==> src/rtl/user_obi_burst_streamer.sv <==
// OBI burst streamer: moves len 32-bit words between a user stream and SRAM
// over one OBI manager port, keeping up to MaxOutstanding transactions in
// flight. Read data lands in a credit-protected FIFO with a valid/ready output.

package user_obi_burst_pkg;
    localparam int unsigned AddrWidth = 32;
    localparam int unsigned DataWidth = 32;
    localparam int unsigned IdWidth   = 1;

    typedef struct packed {
        logic [AddrWidth-1:0]   addr;
        logic                   we;
        logic [DataWidth/8-1:0] be;
        logic [DataWidth-1:0]   wdata;
        logic [IdWidth-1:0]     aid;
    } obi_a_chan_t;

    typedef struct packed {
        obi_a_chan_t a;
        logic        req;
    } obi_req_t;

    typedef struct packed {
        logic [DataWidth-1:0] rdata;
        logic [IdWidth-1:0]   rid;
        logic                 err;
    } obi_r_chan_t;

    typedef struct packed {
        logic        gnt;
        logic        rvalid;
        obi_r_chan_t r;
    } obi_rsp_t;
endpackage

module user_obi_burst_streamer #(
    parameter type         obi_req_t      = user_obi_burst_pkg::obi_req_t,
    parameter type         obi_rsp_t      = user_obi_burst_pkg::obi_rsp_t,
    parameter int unsigned MaxOutstanding = 2,
    parameter int unsigned FifoDepth      = 4,
    parameter int unsigned LenWidth       = 16
) (
    input  logic                                   clk_i,
    input  logic                                   rst_ni,
    input  logic                                   start_i,
    input  logic                                   write_i,
    input  logic [user_obi_burst_pkg::AddrWidth-1:0] base_addr_i,
    input  logic [LenWidth-1:0]                    len_i,
    output logic                                   busy_o,
    output logic                                   done_o,
    output logic                                   err_o,
    input  logic [user_obi_burst_pkg::DataWidth-1:0] wdata_i,
    input  logic                                   wvalid_i,
    output logic                                   wready_o,
    output logic [user_obi_burst_pkg::DataWidth-1:0] rdata_o,
    output logic                                   rvalid_o,
    input  logic                                   rready_i,
    output obi_req_t                               obi_req_o,
    input  obi_rsp_t                               obi_rsp_i
);
    localparam int unsigned AW = user_obi_burst_pkg::AddrWidth;
    localparam int unsigned DW = user_obi_burst_pkg::DataWidth;
    localparam int unsigned OW = $clog2(MaxOutstanding + 1);
    localparam int unsigned CW = $clog2(FifoDepth + 1);
    localparam int unsigned PW = (FifoDepth > 1) ? $clog2(FifoDepth) : 1;

    typedef enum logic [1:0] {S_IDLE, S_ISSUE, S_WAIT, S_DRAIN} state_t;

    state_t                r_state, w_state_nxt;
    logic                  r_write;
    logic [AW-1:0]         r_base;
    logic [LenWidth-1:0]   r_len, r_issued, r_rsp_cnt;
    logic [OW-1:0]         r_outstanding;
    logic                  r_err, r_done;
    logic [DW-1:0]         r_fifo_mem [FifoDepth];
    logic [PW-1:0]         r_wptr, r_rptr;
    logic [CW-1:0]         r_count;

    logic                  w_start_acc, w_rsp, w_push, w_pop, w_credit;
    logic                  w_req, w_gnt_acc, w_last_grant, w_done_set;
    logic [AW-1:0]         w_addr;
    logic                  w_unused;

    assign w_start_acc  = (r_state == S_IDLE) && start_i;
    // Responses are only meaningful inside a burst; late ones after a reset are dropped.
    assign w_rsp        = obi_rsp_i.rvalid && (r_state != S_IDLE);
    assign w_push       = w_rsp && !r_write;
    assign w_pop        = rvalid_o && rready_i;
    // Every in-flight read owns a FIFO slot, so the FIFO can never overflow.
    assign w_credit     = (int'(r_count) + int'(r_outstanding)) < int'(FifoDepth);
    assign w_addr       = r_base + (AW'(r_issued) << 2);
    assign w_last_grant = w_gnt_acc && (r_issued == r_len - LenWidth'(1));
    assign w_unused     = ^obi_rsp_i.r.rid;

    // State register
    always_ff @(posedge clk_i or negedge rst_ni) begin
        if (!rst_ni) r_state <= S_IDLE;
        else         r_state <= w_state_nxt;
    end

    // Next-state logic and end-of-burst detection
    always_comb begin
        w_state_nxt = r_state;
        case (r_state)
            S_IDLE:  if (start_i && (len_i != '0)) w_state_nxt = S_ISSUE;
            S_ISSUE: if (w_last_grant) w_state_nxt = S_WAIT;
            S_WAIT:  if (r_rsp_cnt == r_len) w_state_nxt = r_write ? S_IDLE : S_DRAIN;
            S_DRAIN: if (r_count == '0) w_state_nxt = S_IDLE;
            default: w_state_nxt = S_IDLE;
        endcase
        w_done_set = (w_start_acc && (len_i == '0)) ||
                     ((r_state != S_IDLE) && (w_state_nxt == S_IDLE));
    end

    // OBI request and write-stream handshake outputs
    always_comb begin
        w_req = (r_state == S_ISSUE) && (r_issued < r_len) &&
                (int'(r_outstanding) < int'(MaxOutstanding)) &&
                (r_write ? wvalid_i : w_credit);
        w_gnt_acc          = w_req && obi_rsp_i.gnt;
        obi_req_o          = '0;
        obi_req_o.req      = w_req;
        obi_req_o.a.addr   = w_addr;
        obi_req_o.a.we     = r_write;
        obi_req_o.a.be     = '1;
        obi_req_o.a.wdata  = ((r_state == S_ISSUE) && r_write) ? wdata_i : '0;
        obi_req_o.a.aid    = '0;
        wready_o           = r_write && w_gnt_acc;
    end

    // Burst bookkeeping: latched command, issue/response counters, sticky error
    always_ff @(posedge clk_i or negedge rst_ni) begin
        if (!rst_ni) begin
            r_write       <= 1'b0;
            r_base        <= '0;
            r_len         <= '0;
            r_issued      <= '0;
            r_rsp_cnt     <= '0;
            r_outstanding <= '0;
            r_err         <= 1'b0;
        end else if (w_start_acc) begin
            r_write       <= write_i;
            r_base        <= base_addr_i;
            r_len         <= len_i;
            r_issued      <= '0;
            r_rsp_cnt     <= '0;
            r_outstanding <= '0;
            r_err         <= 1'b0;
        end else begin
            if (w_gnt_acc) r_issued <= r_issued + LenWidth'(1);
            if (w_rsp) begin
                r_rsp_cnt <= r_rsp_cnt + LenWidth'(1);
                if (obi_rsp_i.r.err) r_err <= 1'b1;
            end
            case ({w_gnt_acc, w_rsp})
                2'b10:   r_outstanding <= r_outstanding + OW'(1);
                2'b01:   r_outstanding <= r_outstanding - OW'(1);
                default: r_outstanding <= r_outstanding;
            endcase
        end
    end

    // One-cycle completion pulse, aligned with busy_o falling
    always_ff @(posedge clk_i or negedge rst_ni) begin
        if (!rst_ni) r_done <= 1'b0;
        else         r_done <= w_done_set;
    end

    // Read-data FIFO; storage is cleared on reset so rdata_o starts at zero
    always_ff @(posedge clk_i or negedge rst_ni) begin
        if (!rst_ni) begin
            for (int i = 0; i < int'(FifoDepth); i++) r_fifo_mem[i] <= '0;
            r_wptr  <= '0;
            r_rptr  <= '0;
            r_count <= '0;
        end else begin
            if (w_push) begin
                r_fifo_mem[r_wptr] <= obi_rsp_i.r.rdata;
                r_wptr <= (r_wptr == PW'(FifoDepth - 1)) ? '0 : r_wptr + PW'(1);
            end
            if (w_pop) r_rptr <= (r_rptr == PW'(FifoDepth - 1)) ? '0 : r_rptr + PW'(1);
            case ({w_push, w_pop})
                2'b10:   r_count <= r_count + CW'(1);
                2'b01:   r_count <= r_count - CW'(1);
                default: r_count <= r_count;
            endcase
        end
    end

    assign busy_o   = (r_state != S_IDLE);
    assign done_o   = r_done;
    assign err_o    = r_err;
    assign rvalid_o = (r_count != '0);
    assign rdata_o  = r_fifo_mem[r_rptr];

endmodule

==> config.mk <==
export PLATFORM = sky130hd
export DESIGN_NAME = user_obi_burst_streamer
export DESIGN_NICKNAME = d
export VERILOG_FILES = /design/src/rtl/user_obi_burst_streamer.sv
export SDC_FILE = /design/constraint.sdc
export NUM_CORES = 1
export LEC_CHECK = 0
export CORE_UTILIZATION = 48
export CTS_BUF_LIST = sky130_fd_sc_hd__clkbuf_4 sky130_fd_sc_hd__clkbuf_8 sky130_fd_sc_hd__clkbuf_16
export DETAILED_ROUTE_END_ITERATION = 6
export MAX_ROUTING_LAYER = met4
export PLACE_DENSITY = 0.76
export SKIP_LAST_GASP = 1
export SLEW_MARGIN = 20
export SYNTH_ARGS = -nofsm -noshare
export SYNTH_HDL_FRONTEND = slang
export SYNTH_SLANG_ARGS = --single-unit
==> constraint.sdc <==
create_clock -name clk_i -period 2.42 [get_ports clk_i]
set_input_delay 0.242 -clock clk_i [delete_from_list [all_inputs] [get_ports clk_i]]
set_output_delay 0.242 -clock clk_i [all_outputs]
set_load 0.005 [all_outputs]
---- Yosys cells after proc, flatten, opt, wreduce, memory -nomap -nowiden ----
Cells that the tools add are included.
cells by class
  add/sub/neg operators ................... 11
  $lt $le $gt $ge ......................... 6
  eq/ne operators ......................... 11
  multiplexer cells ....................... 26
  bitwise logic cells ..................... 2
  reductions and logical operators ........ 30
operators with widths
  operator                 number
  $bwmux W128              1
  $mux W32                 4
  $bmux W32 S2             1
  $demux W32 S2            1
  $mux W16                 4
  $add A16 B1 Y16 const B  2
  $add A32 B18 Y32         1
  $eq A16 B16 Y1           2
  $logic_not A16 Y1        1
  $lt A16 B16 Y1           1
  $mux W2                  8
  $reduce_bool A16 Y1      1
  $sub A16 B1 Y16 const B  1
  $logic_and A1 B1 Y1      15
  $eq A2 B2 Y1 const B     6
  $reduce_bool A2 Y1       5
  $pmux W2 S4              1
  $add A2 B1 Y2 const B    3
  $eq A2 B1 Y1 const B     3
  $ge A3 B3 Y1 const B     2
  $not A2 Y3               2
  $pmux W3 S2              1
  $reduce_bool A3 Y1       2
  $add A3 B2 Y4            1
  13 further kinds         17
storage, ports and cells
  flip-flop bits (word level) ............. 222
  bits of input ports ..................... 122
  output and inout port bits .............. 108
  logic and storage cells ................. 102

---- Logic depth before layout (Yosys ltp) ----
Gate-level depths: netlist of the first run.
  depth after elaboration ................. 11
  mapped depth ............................ 12
  mapped depth without buffers ............ 11

---- Worst setup path before layout of the first run ----
No wires, ideal clock.
  path kind ............................... register to register
  start ................................... register r_len[4]
  end ..................................... register r_issued[12]
  setup time .............................. 78 ps
  arrival ................................. 2,535 ps
  data required time ...................... 2,342 ps
  setup slack ............................. -194 ps
  stages on the path, launching flop included .. 13
  buffers on the path ..................... 3
  period minus slack after synthesis ...... 2,614 ps
  path through ............................ dfrtp_1 -> clkbuf_1 -> inv_1 -> ha_1 -> and4_1 -> o21ai_0 -> a211o_1 -> o211ai_1 -> a21o_1 -> clkbuf_1 -> clkbuf_1 -> o21ai_0 -> a21oi_1
between the ends
  word-level cells in the longest chain between the ends .. 6
ends and longest elaborated chain
  item                                 line  source
  start, declared                      72    logic [LenWidth-1:0] r_len, r_issued, r_rsp_cnt;
  start signal, assigned               144   r_len <= len_i;
  $lt A16 B16 Y1                       117   w_req = (r_state == S_ISSUE) && (r_issued < r_len) &&
  $logic_and A1 B1 Y1 (2 in a row)     117
  $logic_and A1 B1 Y1                  118   (int'(r_outstanding) < int'(MaxOutstanding)) &&
  $logic_and A1 B1 Y1                  120   w_gnt_acc = w_req && obi_rsp_i.gnt;
  $reduce_bool A2 Y1 (no source line)  -
  end signal, assigned                 150   if (w_gnt_acc) r_issued <= r_issued + LenWidth'(1);
  end, declared                        72
No other way between the ends.
A chain may end at the register's enable or synchronous reset.

==> reports/metrics.cfg, run 1 <==
[cells_and_area]
syn2layout_area_growth_pct = 48.2
layout.nets = 1669
mostFrequentLayoutCells = dfrtp_1 (220), buf_4 (159), nand2_1 (154)
drive_gt1_frac = 0.360
stdcell_count = 1843
layout_commonest_cell = dfrtp_1

[detailed_routing]
finalWirelength_microns = 35500
route.met3.wl_microns = 2050
viasPerCell = 5.57
wire_per_inst_microns = 19.2
drtIter0Drc = 611
wl_met1_microns = 15000
dr_wl_met2_microns = 17500
firstDrtPassIters = 5
num_vias = 10300
top_layer_used = met4
postRouteAntennaNets = 0
route.detailed.drc = 0

[floorplan]
fp-row-count = 57
start_util = 0.492
dieArea_sq_um = 25700
core_sq_um = 24500
die_h_microns = 160
ios = 230
die_width_microns = 160

[place]
hpwlAfterDp_microns = 21900
portBuffers = 223
dp_cells = 1737
gp_congestion = 0.931

[yosys]
synth.cell_area_sq_um = 12000
ys_top_cells_by_area = dfrtp_1 (46%), mux2_2 (12%), mux4_2 (6.0%)
synth.yosys.warnings = 0
synth_compound_area_frac = 0.0718
syn_area_per_cell_sq_um = 10.9
synth_top_family_by_area = multiplexers
synth_cells = 1101
synth_cell_types = 59
yosys.area.top_type = dfrtp_1
ys_seq_elements = 222
async_reset_ff_frac = 1.00
synth_top_area_share = 0.462
synth_adder_area_share = 0.0470
ys.flop_type = dfrtp_1
ys_seq_area_frac = 0.462
synthSimpleGateAreaFrac = 0.144
synth_mux_area_frac = 0.182
synth_xor_area_frac = 0.0597
synth_enable_flop_cells = 0

[clock_tree]
clock_sinks = 222
clk_latency_ns = 0.53
cts_max_level = 1
cts_buffers = 24
clk_pin_slew_ns = 0.06
cts_tree = done
cts-root-buf = clkbuf_16
cts_max_path_buffers = 3

[global_route]
grt_use_total = 0.272
grt_pass1_wl_microns = 54300
antenna_found_initial = 1
grt-ovfl-total = 0
grt_pass1_vias = 10400
grt_max_degree = 85

[sta]
hold_ws_ns = 0.237
max_slew.worst_pin.slew_ns = 0.686
slew_violations = 0
min_period_over_period = 1.35
slew_headroom = 0.542
skew_ns = 0.0119
rsz0062_at_grt = true
fin_ws_ns = -0.843
period_minus_slack_ns = 3.26
setup_viol = 48
fmax_ghz = 0.306
hold_viol = 0

[critical_path]
critical_path_peak_fanout = 7
end_kind = output pin
cp-start-kind = flip-flop
rr_worst_depth = 13
required_ns = 2.18
cp_data_arrival_time_ns = 3.02
path_class = reg -> out

[min_path]
hold_class = in -> reg
whs_path_depth = 3

[pwr]
power_mw = 20.8
ir_worst_vdd_mv = 0.815
p_leak_nw = 8.29
powerDensity_nw_per_um2 = 1170

[job]
cap_violations = 0

[run_status]
violations = setup timing
status = finished with violations

synth_stat cells, drive strengths merged, types with 11 or more instances:
master  number
nand2      160
inv         35
mux2       129
nor4        11
xor2        33
clkbuf      29
and2        42
nor2        45
xnor2       49
mux4        32
nand3       26
dfrtp      222
buf         33
a21oi       36
ha          42
o21ai       37
nand4       18
report_power, final:
part / leakage (nW) / internal [mW] / switching, mW
sequential: 2.72 / 5.38 / 1.08
combinational: 5.19 / 6.35 / 4.41
clock: 0.385 / 2.06 / 1.51
final timing paths:
path                                 start              end  slack (ns)
max reg2reg                    r_issued[1]     r_issued[11]       -0.42
min                        base_addr_i[27]       r_base[27]        0.24
min in group asynchronous           rst_ni        r_base[1]        0.30
max in group asynchronous           rst_ni  r_fifo_mem[122]        1.37
min reg2reg                      r_base[1]        r_base[1]        0.48
max                              r_base[2]    obi_req_o[69]       -0.84
per-layer routing:
layer  vias up  track usage
li1       4673            -
met1      5141        0.348
met2       374        0.448
met3        74       0.0423
met4         0       0.0784
met5         -            -
stage by stage:
stage           util  setup TNS, ns  worst slack (ns)  cell area, sq um
6_report       0.728         -20.45            -0.843             17800
5_1_grt        0.728         -25.05            -0.933             17800
4_1_cts        0.702         -19.13            -0.759             17200
3_5_place_dp   0.641         -15.14            -0.656             15700
3_3_place_gp   0.641         -11.97            -0.570             15700
2_1_floorplan      -              0            0.0104             12100
repair_timing:
item                       4_1_cts  5_1_grt
setup endpoints to repair       96       92
resized for setup              238      102
buffers inserted                36       28
hold endpoints to repair        78        0
pin swaps                       61       51
hold buffers                     1        0
gates cloned                     5        3
sequential cells by signal, summed over array words and instances, names as in the netlist:
| signal | count |
|---|---|
| r_count | 3 |
| r_state | 2 |
| r_len | 16 |
| r_rptr | 2 |
| done_o | 1 |
| err_o | 1 |
| r_base | 32 |
| r_issued | 16 |
| r_rsp_cnt | 16 |
| r_write | 1 |
| r_outstanding | 2 |
| r_wptr | 2 |
| r_fifo_mem | 128 |
layout make-up:
| type | count | area, sq um |
|---|---|---|
| inverter | 35 | 131 |
| multi-input combinational | 786 | 6830 |
| fill | 1589 | 6640 |
| clock buffer | 35 | 721 |
| clock inverter | 6 | 43.8 |
| sequential | 222 | 5560 |
| tap | 324 | 405 |
| antenna | 1 | 2.50 |
| timing repair buffer | 434 | 4130 |
logic make-up (layout without fill, tap and decap cells):
| family | Yosys count | in the layout |
|---|---|---|
| adder cells (fa/ha/maj) | 44 | 44 |
| multiplexers | 162 | 162 |
| flip-flops | 222 | 222 |
| XOR/XNOR | 82 | 82 |
| AND/OR/NAND/NOR | 355 | 355 |
| buffers and inverters | 97 | 510 |
| other | 2 | 6 |
| AO/OA/AOI/OAI | 137 | 138 |
critical path, cell delays in order (launching register included):
cell and delay, ns:
dfrtp_1 0.35, ha_2 0.21, inv_2 0.05, fa_2 0.34, nor2b_2 0.12, o21a_1 0.15
o21ai_2 0.10, a221oi_4 0.31, o211ai_1 0.17, buf_4 0.21, a21oi_2 0.16, xor2_1 0.19
buf_2 0.14
(Power assumes the default switching activity.)
==> run 2, diff against run 1 <==
- CAP_MARGIN: not set -> 20
- PLACE_DENSITY: 0.76 -> 0.81
==> reports/metrics.cfg, run 2 (synthesis results as in run 1) <==
[run_status]
status = finished with violations
violations = setup timing

[cells_and_area]
largest-register = r_fifo_mem
layout.nets = 1653
syn2layout_area_growth_pct = 48.9
final_area_sq_um = 17900
mostFrequentLayoutCells = dfrtp_1 (221), nand2_1 (156), buf_4 (144)
biggestRegsByFlops = r_fifo_mem: 128 flops, r_base: 32 flops
layout_commonest_cell = dfrtp_1
finalCoreUtilization = 0.732
largest_reg_flops = 128
drive_gt1_frac = 0.357

[detailed_routing]
wire_per_inst_microns = 20.2
num_vias = 10400
drtIter0Drc = 655
finalWirelength_microns = 36900
firstDrtPassIters = 6
viasPerCell = 5.68
postRouteAntennaNets = 0
route.detailed.drc = 0

[floorplan]
dieArea_sq_um = 25700
start_util = 0.492
ios = 230
die_h_microns = 160
die_width_microns = 160
core_sq_um = 24500
fp-row-count = 57

[sta]
slew_headroom = 0.540
skew_ns = 0.00589
slew_violations = 0
setup_viol = 48
period_minus_slack_ns = 3.25
hold_viol = 0
rsz0062_at_grt = true
max_slew.worst_pin.slew_ns = 0.690
min_period_over_period = 1.34
fin_ws_ns = -0.829
fmax_ghz = 0.308

[critical_path]
worst-r2r-setup-slack_ns = -0.69
path_class = reg -> out
end_kind = output pin
cp_slowest_cell = dfrtp_1
critical_path_peak_fanout = 7
required_ns = 2.18
slowest_delay_ns = 0.43
cp_data_arrival_time_ns = 3.01
cp-start-kind = flip-flop
crit_chain = ha_4, inv_4, fa_2, nor2b_1, o21a_1, o21ai_4, a221oi_4, o211ai_1, buf_6, a21oi_4, xor2_1, buf_2

[pwr]
clkPwrFrac = 0.198
powerDensity_nw_per_um2 = 1210
p_sw_frac = 0.339
power_frac_comb = 0.501
p_leak_nw = 8.25
p_int_mw = 14.3
ir_worst_vdd_mv = 0.979
seqPwrFrac = 0.301
power.switching_mw = 7.31

[global_route]
met3_usage = 0.0514
grt_use_total = 0.285
antenna_found_initial = 1
grt_pass1_vias = 10800
grt-ovfl-total = 0
grt_pass1_wl_microns = 56900
met2_usage = 0.478
grt_max_degree = 78
gr-max-usage-layer = met2
use_met1 = 0.348

[min_path]
hold_class = in -> reg

[clock_tree]
cts-root-buf = clkbuf_16
cts_max_path_buffers = 3
clk_pin_slew_ns = 0.06
cts_buffers = 25
clock_sinks = 222
cts_tree = done
clk_latency_ns = 0.53
cts_max_level = 1

[job]
cap_violations = 0

[place]
gp_congestion = 0.942
pre_cts_slack_ns = -0.717
portBuffers = 223
hpwlAfterDp_microns = 22200
postPlaceCellArea_sq_um = 15600

[run 2: cell types whose count changed in the layout (fill, tap and decap cells not counted), moves of 3 or more]
cell,change
a21oi_2,-4
a21oi_4,+5
buf_16,+3
buf_4,-15
bufinv_16,+6
clkbuf_16,-3
clkbuf_8,-4
clkdlybuf4s50_1,-8
dlygate4sd2_1,+15
dlymetal6s2s_1,-7
[run 2: stage by stage]
stage | hold WS [ns] | setup TNS (ns) | cells | total power [mW]
3_3_place_gp | 0.272 | -12.02 | 1729 | 15.7
3_5_place_dp | 0.279 | -13.57 | 1729 | 16.1
5_1_grt | 0.241 | -30.17 | 1831 | 22.8
4_1_cts | 0.214 | -20.31 | 1815 | 21.1
2_1_floorplan | -0.0536 | 0 | 1104 | 11.4
6_report | 0.233 | -26.80 | 1831 | 21.6
[run 2: power groups by stage]
stage	combinational (mW)	sequential (mW)	clock, mW
floorplan	5.20	6.20	0
global route	11.6	6.69	4.49
CTS	10.3	6.43	4.34
finish	10.8	6.50	4.27
global placement	9.45	6.27	0
detailed placement	9.74	6.39	0
[run 2: critical path: cells and delay by family (launching register included)]
family | cells | cell delay [ns]
adders and majority gates | 2 | 0.53
DFF | 1 | 0.43
buffers and inverters | 3 | 0.35
AOI/OAI and AO/OA | 5 | 0.84
xor gates and xnor gates | 1 | 0.18
and+or+nand+nor | 1 | 0.13
[run 2: area by class of cell]
cell class	instances	area [sq um]
fillers	1541	6560
flip-flops and latches	222	5560
clock inverters	14	241
repair buffers	417	3960
clock buffers	32	691
inverters	35	134
well taps	324	405
multi-input cells	786	6910
diodes	1	2.50
[run 2: final timing paths]
| check | start | to | cells after the start |
|---|---|---|---|
| setup reg to reg | r_issued[1] | r_issued[13] | 15 |
| hold / removal | base_addr_i[31] | r_base[31] | 3 |
| setup / recovery | r_issued[0] | obi_req_o[65] | 12 |
| max in group asynchronous | rst_ni | r_fifo_mem[57] | 3 |
| min in group asynchronous | rst_ni | r_base[1] | 2 |
| hold reg to reg | r_base[1] | r_base[1] | 2 |
[run 2: what timing repair did]
item,4_1_cts,5_1_grt
setup endpoints to repair,111,81
hold endpoints to repair,73,0
pin swaps,79,54
gates cloned,6,0
buffers inserted,38,20
resized for setup,240,114
hold buffers,1,0
[run 2: layer usage]
layer | vias to the layer above | wire length [microns]
li1 | 4645 | -
met1 | 5137 | 14300
met2 | 493 | 18500
met3 | 119 | 2740
met4 | 0 | 1380
met5 | - | 0
==> run 3, diff against run 2 <==
- SLEW_MARGIN: 20 -> not set
==> results of run 3 <==
Same layout as run 2: the final DEF is identical, and so are final timing and power.
